$ cat config.mk
export PLATFORM = sky130hd
export DESIGN_NAME = pc_sequencer_flat
export DESIGN_NICKNAME = d
export VERILOG_FILES = /design/src/rtl/pc_sequencer_if.sv /design/src/rtl/pc_sequencer.sv /design/src/flat_wrapper.sv
export SDC_FILE = /design/constraint.sdc
export NUM_CORES = 1
export LEC_CHECK = 0
export ABC_AREA = 1
export ABC_CLOCK_PERIOD_IN_PS = 6200
export BUFFER_PORTS_ARGS = -buffer_cell sky130_fd_sc_hd__buf_4
export CAP_MARGIN = 0
export CORE_MARGIN = 2
export CORE_UTILIZATION = 61
export CTS_CLUSTER_SIZE = 20
export DETAILED_ROUTE_END_ITERATION = 8
export PLACE_DENSITY_LB_ADDON = 0.15
export REMOVE_ABC_BUFFERS = 1
export SLEW_MARGIN = 15
export SYNTH_ARGS = -nofsm -noshare
export SYNTH_HDL_FRONTEND = slang
export SYNTH_SLANG_ARGS = --single-unit
$ cat constraint.sdc
create_clock -name clk -period 6.2 [get_ports clk]
set_input_delay 0.62 -clock clk [delete_from_list [all_inputs] [get_ports clk]]
set_output_delay 0.62 -clock clk [all_outputs]
set_load 0.01 [all_outputs]
$ cat src/rtl/pc_sequencer_if.sv
// Control and status bundle between the fetch controller and the PC sequencer.
// The controller drives redirects and halts. The sequencer reports the PC and the return-stack state.
interface pc_sequencer_if #(
    parameter int INST_ADDR_WIDTH = 16,
    parameter int RAS_DEPTH       = 4
);
    logic                               halt;
    logic                               resume;
    logic                               stall;
    logic                               trap;
    logic                               pc_src;
    logic                               call;
    logic                               ret;
    logic [INST_ADDR_WIDTH-1:0]         branch_addr;
    logic                               clr_flags;

    logic [INST_ADDR_WIDTH-1:0]         pc;
    logic [INST_ADDR_WIDTH-1:0]         pc_next;
    logic [INST_ADDR_WIDTH-1:0]         epc;
    logic                               halted;
    logic [$clog2(RAS_DEPTH+1)-1:0]     ras_count;
    logic                               ras_overflow;
    logic                               ras_underflow;
    logic                               proto_err;

    modport master (
        output halt, resume, stall, trap, pc_src, call, ret, branch_addr, clr_flags,
        input  pc, pc_next, epc, halted, ras_count, ras_overflow, ras_underflow, proto_err
    );

    modport slave (
        input  halt, resume, stall, trap, pc_src, call, ret, branch_addr, clr_flags,
        output pc, pc_next, epc, halted, ras_count, ras_overflow, ras_underflow, proto_err
    );
endinterface

$ cat src/rtl/pc_sequencer.sv
// Registered fetch-stage program counter with halt/resume, stall, trap and a circular
// return-address stack. pc_next exposes the value pc loads at the next edge, for prefetch.
module pc_sequencer #(
    parameter int                         INST_ADDR_WIDTH   = 16,
    parameter int                         NUM_BYTES_IN_INST = 2,
    parameter int                         RAS_DEPTH         = 4,
    parameter logic [INST_ADDR_WIDTH-1:0] RESET_VECTOR      = '0,
    parameter logic [INST_ADDR_WIDTH-1:0] TRAP_VECTOR       = INST_ADDR_WIDTH'('h0010)
) (
    input  logic           clk,
    input  logic           rst_n,
    pc_sequencer_if.slave  bus
);

    localparam int PTR_W = $clog2(RAS_DEPTH);
    localparam int CNT_W = $clog2(RAS_DEPTH + 1);
    localparam logic [INST_ADDR_WIDTH-1:0] INC  = INST_ADDR_WIDTH'(NUM_BYTES_IN_INST);
    localparam logic [CNT_W-1:0]           FULL = CNT_W'(RAS_DEPTH);

    typedef enum logic {
        RUN    = 1'b0,
        HALTED = 1'b1
    } state_t;

    state_t                     state_q, state_d;
    logic [INST_ADDR_WIDTH-1:0] pc_q, pc_d;
    logic [INST_ADDR_WIDTH-1:0] epc_q, epc_d;
    logic [INST_ADDR_WIDTH-1:0] ras_mem [RAS_DEPTH];
    logic [PTR_W-1:0]           top_ptr_q;
    logic [PTR_W-1:0]           push_ptr;
    logic [CNT_W-1:0]           count_q;
    logic                       push, pop;
    logic                       ras_full, ras_empty;
    logic                       overflow_q, underflow_q, proto_err_q;
    logic                       overflow_set, underflow_set, proto_err_set;
    logic                       multi_redirect;

    assign push_ptr       = top_ptr_q + PTR_W'(1);
    assign ras_full       = (count_q == FULL);
    assign ras_empty      = (count_q == '0);
    assign multi_redirect = (bus.call & bus.ret) | (bus.call & bus.pc_src) | (bus.ret & bus.pc_src);

    always_comb begin
        state_d       = state_q;
        pc_d          = pc_q;
        epc_d         = epc_q;
        push          = 1'b0;
        pop           = 1'b0;
        overflow_set  = 1'b0;
        underflow_set = 1'b0;
        proto_err_set = 1'b0;

        if (bus.trap) begin
            pc_d    = TRAP_VECTOR;
            epc_d   = pc_q;
            state_d = RUN;
        end else if (state_q == HALTED || bus.halt) begin
            // A halt asserted together with resume keeps the sequencer halted.
            if (bus.halt) begin
                state_d = HALTED;
            end else if (bus.resume) begin
                state_d = RUN;
            end
        end else if (!bus.stall) begin
            proto_err_set = multi_redirect;
            if (bus.ret) begin
                if (!ras_empty) begin
                    pc_d = ras_mem[top_ptr_q];
                    pop  = 1'b1;
                end else begin
                    pc_d          = TRAP_VECTOR;
                    epc_d         = pc_q;
                    underflow_set = 1'b1;
                end
            end else if (bus.call) begin
                push         = 1'b1;
                overflow_set = ras_full;
                pc_d         = bus.branch_addr;
            end else if (bus.pc_src) begin
                pc_d = bus.branch_addr;
            end else begin
                pc_d = pc_q + INC;
            end
        end
    end

    always_ff @(posedge clk or negedge rst_n) begin
        if (!rst_n) begin
            state_q <= RUN;
            pc_q    <= RESET_VECTOR;
            epc_q   <= '0;
        end else begin
            state_q <= state_d;
            pc_q    <= pc_d;
            epc_q   <= epc_d;
        end
    end

    // On a push into a full stack, the write lands on the oldest slot, and the count saturates.
    always_ff @(posedge clk or negedge rst_n) begin
        if (!rst_n) begin
            top_ptr_q <= '0;
            count_q   <= '0;
        end else if (push) begin
            top_ptr_q <= push_ptr;
            if (!ras_full) begin
                count_q <= count_q + CNT_W'(1);
            end
        end else if (pop) begin
            top_ptr_q <= top_ptr_q - PTR_W'(1);
            count_q   <= count_q - CNT_W'(1);
        end
    end

    always_ff @(posedge clk) begin
        if (push) begin
            ras_mem[push_ptr] <= pc_q + INC;
        end
    end

    // A new error in the same cycle as clr_flags leaves the flag set.
    always_ff @(posedge clk or negedge rst_n) begin
        if (!rst_n) begin
            overflow_q  <= 1'b0;
            underflow_q <= 1'b0;
            proto_err_q <= 1'b0;
        end else begin
            overflow_q  <= overflow_set  | (overflow_q  & ~bus.clr_flags);
            underflow_q <= underflow_set | (underflow_q & ~bus.clr_flags);
            proto_err_q <= proto_err_set | (proto_err_q & ~bus.clr_flags);
        end
    end

    assign bus.pc            = pc_q;
    assign bus.pc_next       = pc_d;
    assign bus.epc           = epc_q;
    assign bus.halted        = (state_q == HALTED);
    assign bus.ras_count     = count_q;
    assign bus.ras_overflow  = overflow_q;
    assign bus.ras_underflow = underflow_q;
    assign bus.proto_err     = proto_err_q;

endmodule
$ cat src/flat_wrapper.sv
// flat-port wrapper written by rule: the top's interface ports become plain ports
module pc_sequencer_flat 
#(
    parameter int                         INST_ADDR_WIDTH   = 16,
    parameter int                         NUM_BYTES_IN_INST = 2,
    parameter int                         RAS_DEPTH         = 4,
    parameter logic [INST_ADDR_WIDTH-1:0] RESET_VECTOR      = '0,
    parameter logic [INST_ADDR_WIDTH-1:0] TRAP_VECTOR       = INST_ADDR_WIDTH'('h0010)
)
  (clk, rst_n, bus_halt, bus_resume, bus_stall, bus_trap, bus_pc_src, bus_call, bus_ret, bus_branch_addr, bus_clr_flags, bus_pc, bus_pc_next, bus_epc, bus_halted, bus_ras_count, bus_ras_overflow, bus_ras_underflow, bus_proto_err);
  pc_sequencer_if #(.INST_ADDR_WIDTH(INST_ADDR_WIDTH), .RAS_DEPTH(RAS_DEPTH)) bus_i ();
  input  logic clk;
  input  logic rst_n;
  input wire logic [$bits(bus_i.halt)-1:0] bus_halt;
  input wire logic [$bits(bus_i.resume)-1:0] bus_resume;
  input wire logic [$bits(bus_i.stall)-1:0] bus_stall;
  input wire logic [$bits(bus_i.trap)-1:0] bus_trap;
  input wire logic [$bits(bus_i.pc_src)-1:0] bus_pc_src;
  input wire logic [$bits(bus_i.call)-1:0] bus_call;
  input wire logic [$bits(bus_i.ret)-1:0] bus_ret;
  input wire logic [$bits(bus_i.branch_addr)-1:0] bus_branch_addr;
  input wire logic [$bits(bus_i.clr_flags)-1:0] bus_clr_flags;
  output wire logic [$bits(bus_i.pc)-1:0] bus_pc;
  output wire logic [$bits(bus_i.pc_next)-1:0] bus_pc_next;
  output wire logic [$bits(bus_i.epc)-1:0] bus_epc;
  output wire logic [$bits(bus_i.halted)-1:0] bus_halted;
  output wire logic [$bits(bus_i.ras_count)-1:0] bus_ras_count;
  output wire logic [$bits(bus_i.ras_overflow)-1:0] bus_ras_overflow;
  output wire logic [$bits(bus_i.ras_underflow)-1:0] bus_ras_underflow;
  output wire logic [$bits(bus_i.proto_err)-1:0] bus_proto_err;
  assign bus_i.halt = bus_halt;
  assign bus_i.resume = bus_resume;
  assign bus_i.stall = bus_stall;
  assign bus_i.trap = bus_trap;
  assign bus_i.pc_src = bus_pc_src;
  assign bus_i.call = bus_call;
  assign bus_i.ret = bus_ret;
  assign bus_i.branch_addr = bus_branch_addr;
  assign bus_i.clr_flags = bus_clr_flags;
  assign bus_pc = bus_i.pc;
  assign bus_pc_next = bus_i.pc_next;
  assign bus_epc = bus_i.epc;
  assign bus_halted = bus_i.halted;
  assign bus_ras_count = bus_i.ras_count;
  assign bus_ras_overflow = bus_i.ras_overflow;
  assign bus_ras_underflow = bus_i.ras_underflow;
  assign bus_proto_err = bus_i.proto_err;
  pc_sequencer #(.INST_ADDR_WIDTH(INST_ADDR_WIDTH), .NUM_BYTES_IN_INST(NUM_BYTES_IN_INST), .RAS_DEPTH(RAS_DEPTH), .RESET_VECTOR(RESET_VECTOR), .TRAP_VECTOR(TRAP_VECTOR)) u_core (.clk(clk), .rst_n(rst_n), .bus(bus_i));
endmodule
; Word-level counts from Yosys, hierarchy flattened
; Memory sizes are Yosys's and may differ from the RTL's.
; Index checks and enable logic that the tools add are counted.
[word_totals]
reg_bits = 41
ramBits = 64
inputBits = 26
out_inout_bits = 55
word_cells = 86
n_memories = 1
[op_classes]
addsub = 5
n_eq_ne = 4
muxes = 46
bitwise_logic = 12
reduce_logical = 10
[memory_table]
columns = memory, words, width, read_ports, rd_ports_with_merged_regs, write_ports, line
row1 = u_core.ras_mem, 4, 16, 1, 0, 1, pc_sequencer.sv:28  ; logic [INST_ADDR_WIDTH-1:0] ras_mem [RAS_DEPTH];
[op_table]
columns = operator, count
row1 = $mux 16, 12
row2 = $mux 1, 29
row3 = $add 16x2->16 const B, 1
row4 = $mux 3, 3
row5 = $reduce_bool 2->1, 4
row6 = $and 1x1->1, 6
row7 = $or 1x1->1, 5
row8 = $mux 2, 2
row9 = $ne 2x2->1 const B, 2
row10 = $reduce_and 2->1, 2
row11 = $reduce_and 4->1, 1
row12 = $add 3x1->3 const B, 1
row13 = $eq 3x3->1 const B, 1
row14 = $logic_not 3->1, 1
row15 = $reduce_bool 3->1, 1
row16 = $sub 3x1->3 const B, 1
row17 = $add 2x1->2 const B, 1
row18 = $ne 2x1->1 const B, 1
row19 = $sub 2x1->2 const B, 1
row20 = $logic_or 1x1->1, 1
row21 = $not 1->1, 1

; Depth between registers and ports, before layout
; Gate-level depths: netlist of run 1.
[depth]
ltp_word = 8
depth_mapped = 10
depth_no_buf = 10

; Worst setup path after synthesis of run 1
; No wires, ideal clock.
[synth_path]
kind = input -> register
startpoint = input bus_halt
endpoint = memory u_core.ras_mem[0][0], enable pin
setup_ns = 0.389
arrival_ns = 1.742
required_time_ns = 5.811
setup_slack_ns = 4.070
stages = 5
path_buffers = 0
cell_sequence = inv_2 -> nand2_2 -> nor2_8 -> nand2_4 -> nor2_1
[synth_via]
elab_chain_cells = 5
[synth_lines]
columns = element, line
row1 = "start, declared", flat_wrapper.sv:14  ; input wire logic [$bits(bus_i.halt)-1:0] bus_halt;
row2 = $logic_or 1x1->1, pc_sequencer.sv:57  ; end else if (state_q == HALTED || bus.halt) begin
row3 = $mux 1, pc_sequencer.sv:57
row4 = $mux 1, pc_sequencer.sv:53  ; if (bus.trap) begin
row5 = $mux 1, pc_sequencer.sv:116  ; if (push) begin
row6 = $mux 1 (implied by the code), pc_sequencer.sv:117  ; ras_mem[push_ptr] <= pc_q + INC;
row7 = "end, declared", pc_sequencer.sv:28
; No other way between the ends.

; Worst setup path after layout of run 1
[layout_path]
startpoint = register u_core.top_ptr_q[1]
endpoint = output bus_pc_next[11]
[layout_via]
elab_chain_cells = 6
[layout_lines]
columns = element, line
row1 = "start, declared", pc_sequencer.sv:29  ; logic [PTR_W-1:0] top_ptr_q;
row2 = "start signal, assigned", pc_sequencer.sv:105  ; top_ptr_q <= push_ptr;
row3 = "start signal, assigned", pc_sequencer.sv:110  ; top_ptr_q <= top_ptr_q - PTR_W'(1);
row4 = $mem_v2 4x16, --
row5 = $mux 16, pc_sequencer.sv:67  ; if (!ras_empty) begin
row6 = $mux 16, pc_sequencer.sv:66  ; if (bus.ret) begin
row7 = $mux 16, pc_sequencer.sv:64  ; end else if (!bus.stall) begin
row8 = $mux 16, pc_sequencer.sv:57
row9 = $mux 16, pc_sequencer.sv:53
row10 = "end, declared", flat_wrapper.sv:24  ; output wire logic [$bits(bus_i.pc_next)-1:0] bus_pc_next;
; No other way between the ends.

==> summary.txt, run 1 <==
Max incr delay on CP: 0.84 ns
Global placer's final weighted congestion: 0.842
Number of sinks handled by clock tree synthesis: 105
Depth of the CTS H-tree: 3
Total detailed-routing wirelength: 11,600 µm
Insertion delay of the later-clocked pin in the worst-skew pair: 0.38 ns
Peak clock frequency supported by timing: 306 MHz
Ratio of final minimum period to clock period: 0.527
Detailed-route vias per instance: 5.66
Min-delay worst type: input port to asynchronous set/reset pin
Required arrival time at the worst endpoint: 5.58 ns
Netlist Area Pre-Place: 5070 µm²
Global-route usage over all layers: 0.273
Arr. time, crit path: 2.65 ns
Status: completed
Leakage power of the design: 2.50 nW
Share of cells above drive strength 1: 0.242
Port-buffer cells: 80
Adder-Cell Fraction of Synth Area: 0.0163
Total negative slack: 0 ns
Largest net degree at the start of global routing: 42
Max-capacitance violation count: 0
Most common flop cell mapped by yosys: sky130_fd_sc_hd__edfxtp_1
Via total after detailed routing: 3,895
Largest clock skew in the final design: 0.0136 ns
Switching part of the total power: 0.370
Mean instance size in the synthesized netlist: 9.99 µm²
Clock transition at the registers of the reported paths: 0.11 ns
Count of flip-flops with a built-in enable after synthesis: 64
Worst max-slew margin expressed relative to the limit: 0.264
CTS tree: built
Fin nets: 610
Final setup slack of the worst path: 2.93 ns
Area growth, synth to finish: 15.5%
Xor and xnor fraction of the mapped netlist area: 0.0104
Drt first pass iters: 5
Total half-perimeter wirelength after legalization and detailed placement: 7960 µm
Area of the die: 9050 µm²
CORE AREA: 8130 µm²
Clock power share: 0.228
Antenna cell count: 0
Power Total: 1.81 mW
Via count of the first global-routing pass: 3,673
Setup crit end kind: output port
Global route overflow: 0
Number of DRC violations after detailed-routing iteration 0: 273
Synth cell types: 40
Width of the die: 95.1 µm
Fraction of synthesis flops using an asynchronous set or reset pin: 0.390
Clock root cell: sky130_fd_sc_hd__clkbuf_8
#FFs+latches synth: 105
Number of placement rows: 33
Time the worst path needs with I/O delays and setup: 3.27 ns
Number of placed I/O pins: 81
Share of the core filled with cells: 0.719
Comb power frac: 0.303
Cell chain of the critical path: inv_1 > nor2_1 > o21ai_0 > o21ai_0 > a21oi_1 > a21oi_1 > buf_4
Power share of the sequential group: 0.469
Worst-case clock buffer depth: 2
Startpoint type of the worst setup path: flop
Critical setup path kind: flop to output port
Total DRC errors in the routed layout: 0
Switching power summed over all nets: 670 µW
Number of buffers and inverters on the critical path: 2
Most frequent standard cell in the layout excluding fill and tap cells: sky130_fd_sc_hd__nand2_1
Kind of cell adding the most delay to the critical path: flip-flops
Pwr per Cell Area: 309 nW/µm²
Cell count after synthesis: 507
Count of hold-fix buffers inserted at cts: 0
Average wire per cell in the routed design: 16.9 µm
Portion of the post-synthesis area used by sequential elements: 0.582
Internal power consumption: 1.14 mW
Antenna-violating nets left: 0
Simple-gate share of the synthesized area: 0.187
Master of the slowest instance on the critical path: sky130_fd_sc_hd__dfrtp_1
Top library cells by usage in the layout, fill and taps aside: sky130_fd_sc_hd__nand2_1 (90), sky130_fd_sc_hd__buf_4 (81), sky130_fd_sc_hd__nor2_1 (65)
RSZ-0062 raised after global routing: false
Minimum setup slack after placement: 3.09 ns
Effective utilization at floorplan: 0.623
Number of antenna violations at the first check in global routing: 0
Number of buffers created by CTS: 9
Worst IR Drop VDD: 0.000194 V
Worst slew pin tran: 1.10 ns
Combinational family with the most area after synthesis: simple AND/OR/NAND/NOR gates
Resized cells post-CTS: 0
Post-synthesis compound-gate area fraction: 0.139
Vertical die dimension: 95.1 µm
First-pass GRT wire length: 18,600 µm
Critical path fanouts, max: 22
Total setup violations reported at the end of the flow: 0
Final hold viol count: 0
Number of buffers inserted to repair setup after CTS: 0
Syn. warnings: 0
Slew Limit Fails: 0
Portion of netlist area occupied by mux cells: 0
Yosys cell counts (5+ instances only):
cell	number	area (µm²)
sky130_fd_sc_hd__a21oi_1	26	130
sky130_fd_sc_hd__buf_2	8	40.0
sky130_fd_sc_hd__buf_6	5	56.3
sky130_fd_sc_hd__dfrtp_1	41	1030
sky130_fd_sc_hd__edfxtp_1	64	1920
sky130_fd_sc_hd__ha_1	5	62.6
sky130_fd_sc_hd__inv_1	43	161
sky130_fd_sc_hd__nand2_1	90	338
sky130_fd_sc_hd__nand3_1	22	110
sky130_fd_sc_hd__nand4_1	5	31.3
sky130_fd_sc_hd__nor2_1	69	259
sky130_fd_sc_hd__o211ai_1	10	75.1
sky130_fd_sc_hd__o21ai_0	49	245
sky130_fd_sc_hd__o21ai_2	16	140
sky130_fd_sc_hd__o22ai_1	6	37.5
sky130_fd_sc_hd__xor2_1	6	52.6
logic make-up (layout without fill, tap and decap cells):
group / count (synthesis) / after routing
AND/OR/NAND/NOR: 205 / 205
buffers and inverters: 69 / 145
adder cells (fa/ha/maj): 6 / 6
XOR/XNOR: 6 / 6
flip-flops: 105 / 105
AO/OA/AOI/OAI: 116 / 116
cell type report:
cell class / count / area [µm²]
Fill cell: 598 / 2280
Tap cell: 105 / 131
Inverter: 48 / 185
Clock buffer: 10 / 128
Clock inverter: 6 / 57.6
Multi-Input combinational cell: 333 / 1790
Sequential cell: 105 / 2950
Timing Repair Buffer: 81 / 608
through the flow:
stage | hold slack, ns | area (µm²) | cells
5_1_grt | 0.247 | 5850 | 688
3_3_place_gp | 0.468 | 5670 | 672
6_report | 0.204 | 5850 | 688
3_5_place_dp | 0.469 | 5670 | 672
4_1_cts | 0.216 | 5850 | 688
2_1_floorplan | 0.324 | 4920 | 486
worst reg2reg max path, stage by stage, from the launching register on:
cell,delay (ns)
sky130_fd_sc_hd__dfrtp_1,0.68
sky130_fd_sc_hd__inv_1,0.54
sky130_fd_sc_hd__ha_1,0.24
sky130_fd_sc_hd__inv_1,0.05
sky130_fd_sc_hd__nor2_2,0.69
power groups by stage:
stage,Clock (mW),Combinational (mW),Sequential [mW]
final,0.412,0.548,0.849
after global routing,0.439,0.610,0.855
after CTS,0.413,0.548,0.849
after detailed placement,0,0.546,0.864
after global placement,0,0.523,0.860
after floorplan,0,0.311,0.878
flip-flops by register name, indices dropped and copies added (netlist names):
| register | flops |
|---|---|
| u_core.ras_mem | 64 |
| u_core.bus.epc | 16 |
| u_core.bus.pc | 16 |
| u_core.bus.ras_count | 3 |
| u_core.top_ptr_q | 2 |
| u_core.bus.halted | 1 |
| u_core.bus.proto_err | 1 |
| u_core.bus.ras_overflow | 1 |
| u_core.bus.ras_underflow | 1 |
worst paths after layout:
check                                                       end  cells past startpoint                       startpoint  slack, ns
worst max-delay path                            bus_pc_next[11]                      7  u_core.top_ptr_q[1]$_DFFE_PN0P_       2.93
worst min-delay path              u_core.bus.epc[6]$_DFFE_PN0P_                      1                            rst_n       0.20
worst max register to register  u_core.ras_mem[2][10]$_DFFE_PP_                      4  u_core.top_ptr_q[1]$_DFFE_PN0P_       3.64
worst min register to register    u_core.bus.epc[6]$_DFFE_PN0P_                      2    u_core.bus.epc[6]$_DFFE_PN0P_       0.50
max in group asynchronous            u_core.bus.pc[5]$_DFF_PN0_                      1                            rst_n       5.61
min in group clk                  u_core.bus.halted$_DFFE_PN0P_                      2                       bus_resume       0.40
routing by layer:
layer | GRT usage | wire, µm
met3 | 0.0530 | 1000
met2 | 0.408 | 5310
met1 | 0.406 | 5150
met4 | 0.0857 | 183
met5 | 0 | 0
(Power assumes the default switching activity.)
==> inputs of run 2 (changes only) <==
--- a/config.mk
+++ b/config.mk
@@ -5,12 +5,12 @@
 export SDC_FILE = /design/constraint.sdc
 export NUM_CORES = 1
 export LEC_CHECK = 0
-export ABC_AREA = 1
-export ABC_CLOCK_PERIOD_IN_PS = 6200
+export ABC_AREA = 0
+export ABC_CLOCK_PERIOD_IN_PS = 3400
 export BUFFER_PORTS_ARGS = -buffer_cell sky130_fd_sc_hd__buf_4
 export CAP_MARGIN = 0
 export CORE_MARGIN = 2
-export CORE_UTILIZATION = 61
+export CORE_UTILIZATION = 56
 export CTS_CLUSTER_SIZE = 20
 export DETAILED_ROUTE_END_ITERATION = 8
 export PLACE_DENSITY_LB_ADDON = 0.15
==> constraint.sdc (replaced) <==
create_clock -name clk -period 3.4 [get_ports clk]
set_input_delay 0.34 -clock clk [delete_from_list [all_inputs] [get_ports clk]]
set_output_delay 0.34 -clock clk [all_outputs]
set_load 0.01 [all_outputs]
==> summary.txt, run 2 <==
Ratio of final minimum period to clock period: 0.949
Slew Limit Fails: 0
Fin nets: 464
Startpoint of the tightest hold check path: bus_halt
Max-capacitance violation count: 0
Worst slew pin tran: 0.959 ns
Area of the die: 9320 µm²
Effective utilization at floorplan: 0.581
Switching part of the total power: 0.303
Clock power share: 0.253
Number of antenna violations at the first check in global routing: 0
Fraction of synthesis flops using an asynchronous set or reset pin: 0.390
Clock root cell: sky130_fd_sc_hd__clkbuf_8
Antenna cell count: 0
Cell with the most instances after synthesis: sky130_fd_sc_hd__edfxtp_1
Drt first pass iters: 5
Number of buffers created by CTS: 9
Most numerous cell types in the synthesized netlist: sky130_fd_sc_hd__edfxtp_1 (64), sky130_fd_sc_hd__dfrtp_1 (41), sky130_fd_sc_hd__nor2_1 (26)
Worst hold path endpoint: u_core.bus.halted$_DFFE_PN0P_
Syn. warnings: 0
Required arrival time at the worst endpoint: 3.06 ns
Power share of the sequential group: 0.513
Synth top area cells: sky130_fd_sc_hd__edfxtp_1 (40%), sky130_fd_sc_hd__dfrtp_1 (21%), sky130_fd_sc_hd__mux4_2 (7.5%), sky130_fd_sc_hd__mux2_2 (4.0%), sky130_fd_sc_hd__nor2_1 (2.0%)
RSZ-0062 raised after global routing: false
Number of placement rows: 33
Switching power summed over all nets: 952 µW
Via count of the first global-routing pass: 3,424
Cell chain of the critical path: ha_1 > inv_1 > or4_4 > or4_1 > a311oi_1 > buf_4
Peak clock frequency supported by timing: 310 MHz
Kind of cell adding the most delay to the critical path: simple AND/OR/NAND/NOR gates
Arr. time, crit path: 2.89 ns
Average wire per cell in the routed design: 22.4 µm
First-pass GRT wire length: 18,700 µm
Largest clock skew in the final design: 0.0159 ns
Time the worst path needs with I/O delays and setup: 3.23 ns
Worst max-slew margin expressed relative to the limit: 0.360
Netlist Area Pre-Place: 4800 µm²
Power Total: 3.14 mW
Total negative slack: 0 ns
Cell count after synthesis: 351
Via total after detailed routing: 3,456
Pwr per Cell Area: 546 nW/µm²
Count of flip-flops with a built-in enable after synthesis: 64
RR Endpoint: u_core.bus.pc[11]$_DFF_PN0_
Min-delay worst type: input port to flop
Global route overflow: 0
Internal power consumption: 2.19 mW
Master of the slowest instance on the critical path: sky130_fd_sc_hd__or4_4
CTS tree: built
Largest area contributor in the synthesized netlist: sky130_fd_sc_hd__edfxtp_1
Clock transition at the registers of the reported paths: 0.10 ns
CORE AREA: 8260 µm²
Final hold viol count: 0
Number of cells on the critical path: 6
Setup crit end kind: output port
Synth cell types: 54
Max incr delay on CP: 0.55 ns
Antenna-violating nets left: 0
Share of cells above drive strength 1: 0.343
Number of buffers and inverters on the critical path: 2
#FFs+latches synth: 105
Insertion delay of the later-clocked pin in the worst-skew pair: 0.37 ns
Depth of the CTS H-tree: 3
Critical setup path kind: flop to output port
Share of the core filled with cells: 0.696
Total half-perimeter wirelength after legalization and detailed placement: 8210 µm
Port-buffer cells: 80
Portion of the post-synthesis area used by sequential elements: 0.614
Most common flop cell mapped by yosys: sky130_fd_sc_hd__edfxtp_1
Top library cells by usage in the layout, fill and taps aside: sky130_fd_sc_hd__buf_4 (93), sky130_fd_sc_hd__edfxtp_1 (64), sky130_fd_sc_hd__dfrtp_1 (41)
Beginning of the worst register-to-register path: u_core.bus.pc[2]$_DFF_PN0_
Worst-case clock buffer depth: 2
Comb power frac: 0.234
Global placer's final weighted congestion: 0.871
Number of placed I/O pins: 81
Status: completed
Critical path fanouts, max: 7
Detailed-route vias per instance: 6.38
Most frequent standard cell in the layout excluding fill and tap cells: sky130_fd_sc_hd__buf_4
Startpoint type of the worst setup path: flop
Cell count of the worst hold path: 3
Mean instance size in the synthesized netlist: 13.7 µm²
Width of the die: 96.6 µm
Largest net degree at the start of global routing: 42
Number of sinks handled by clock tree synthesis: 105
Number of buffers inserted to repair setup after CTS: 0
Area growth, synth to finish: 19.7%
Max FFs per register: 64
Total setup violations reported at the end of the flow: 0
Global-route usage over all layers: 0.278
Leakage power of the design: 2.30 nW
Number of DRC violations after detailed-routing iteration 0: 276
Number of filler instances in the final layout: 595
Register-to-Register Path Depth: 5
Vertical die dimension: 96.6 µm
Worst IR Drop VDD: 0.000326 V
Total DRC errors in the routed layout: 0
Yosys top cell area share: 0.401
Total detailed-routing wirelength: 12,200 µm
Worst R2R Setup Slack: 0.94 ns
Biggest register: u_core.ras_mem
[run 2: changes by cell type after synthesis, moves of 11 or more]
| cell | previous run | this run |
|---|---|---|
| sky130_fd_sc_hd__o21ai_0 | 49 | 8 |
| sky130_fd_sc_hd__a21oi_1 | 26 | 12 |
| sky130_fd_sc_hd__inv_1 | 43 | 10 |
| sky130_fd_sc_hd__nand2_1 | 90 | 19 |
| sky130_fd_sc_hd__nand3_1 | 22 | 11 |
| sky130_fd_sc_hd__mux2_2 | 0 | 17 |
| sky130_fd_sc_hd__nor2_1 | 69 | 26 |
| sky130_fd_sc_hd__mux4_2 | 0 | 16 |
| sky130_fd_sc_hd__o21ai_2 | 16 | 0 |
| sky130_fd_sc_hd__clkbuf_1 | 1 | 12 |
[run 2: cell type report]
class | count | area, µm² | share of cell area
multi-input combinational | 211 | 1720 | 0.299
sequential | 105 | 2950 | 0.513
clock buffer | 9 | 124 | 0.0216
inverter | 11 | 41.3 | 0.00719
timing repair buffer | 94 | 708 | 0.123
clock inverter | 7 | 75.1 | 0.0131
tap | 105 | 131 | 0.0229
[run 2: worst reg2reg max path: stages (launching register included)]
cell	delay (ns)
sky130_fd_sc_hd__dfrtp_1	0.46
sky130_fd_sc_hd__ha_1	0.33
sky130_fd_sc_hd__inv_1	0.12
sky130_fd_sc_hd__or4_4	0.55
sky130_fd_sc_hd__or4_1	0.48
sky130_fd_sc_hd__a311oi_1	0.39
[run 2: cells by family (layout without fill, tap and decap cells)]
| kind of cell | Yosys count | after routing | share of synthesized area |
|---|---|---|---|
| simple gates | 92 | 92 | 0.0962 |
| buf+inv | 35 | 121 | 0.0300 |
| xor+xnor | 14 | 14 | 0.0256 |
| mux | 36 | 36 | 0.121 |
| flops | 105 | 105 | 0.614 |
| compound gates | 63 | 63 | 0.0954 |
| fa+ha+maj | 6 | 6 | 0.0172 |
[run 2: per-layer routing]
layer,global-route usage,up-vias,part of all wire
met5,0,-,0
met4,0.101,0,0.022
met3,0.0489,30,0.085
met2,0.446,170,0.49
met1,0.386,1741,0.40
li1,-,1515,-
[run 2: what timing repair did]
| action | CTS | global route |
|---|---|---|
| gates resized for setup | 0 | 0 |
| endpoints found under the hold margin | 41 | 0 |
| hold buffers | 1 | 0 |
[run 2: power by group through the flow]
stage	Combinational, mW	Sequential [mW]	Clock (mW)
global route	0.801	1.63	0.847
finish	0.735	1.61	0.793
detailed placement	0.733	1.63	0
CTS	0.737	1.61	0.803
floorplan	0.394	1.64	0
global placement	0.720	1.63	0
[run 2: metrics by stage]
step	hold slack [ns]	worst slack, ns	cell area (µm²)	std cells
CTS	0.214	0.167	5750	542
floorplan	0.0444	0.0902	4700	327
global route	0.221	0.00289	5750	542
finish	0.217	0.175	5750	542
detailed placement	0.370	0.610	5540	525
global placement	0.363	0.658	5540	525
[run 2: worst max-delay path by stage]
| stage | from | endpoint | slack (ns) |
|---|---|---|---|
| floorplan | u_core.bus.halted$_DFFE_PN0P_ | u_core.bus.epc[0]$_DFFE_PN0P_ | 0.09 |
| global placement | u_core.bus.pc[2]$_DFF_PN0_ | bus_pc_next[11] | 0.66 |
| detailed placement | u_core.bus.pc[2]$_DFF_PN0_ | bus_pc_next[11] | 0.61 |
| CTS | u_core.bus.pc[2]$_DFF_PN0_ | bus_pc_next[11] | 0.17 |
| global route | u_core.bus.pc[2]$_DFF_PN0_ | bus_pc_next[11] | 0.003 |
| finish | u_core.bus.pc[2]$_DFF_PN0_ | bus_pc_next[11] | 0.17 |
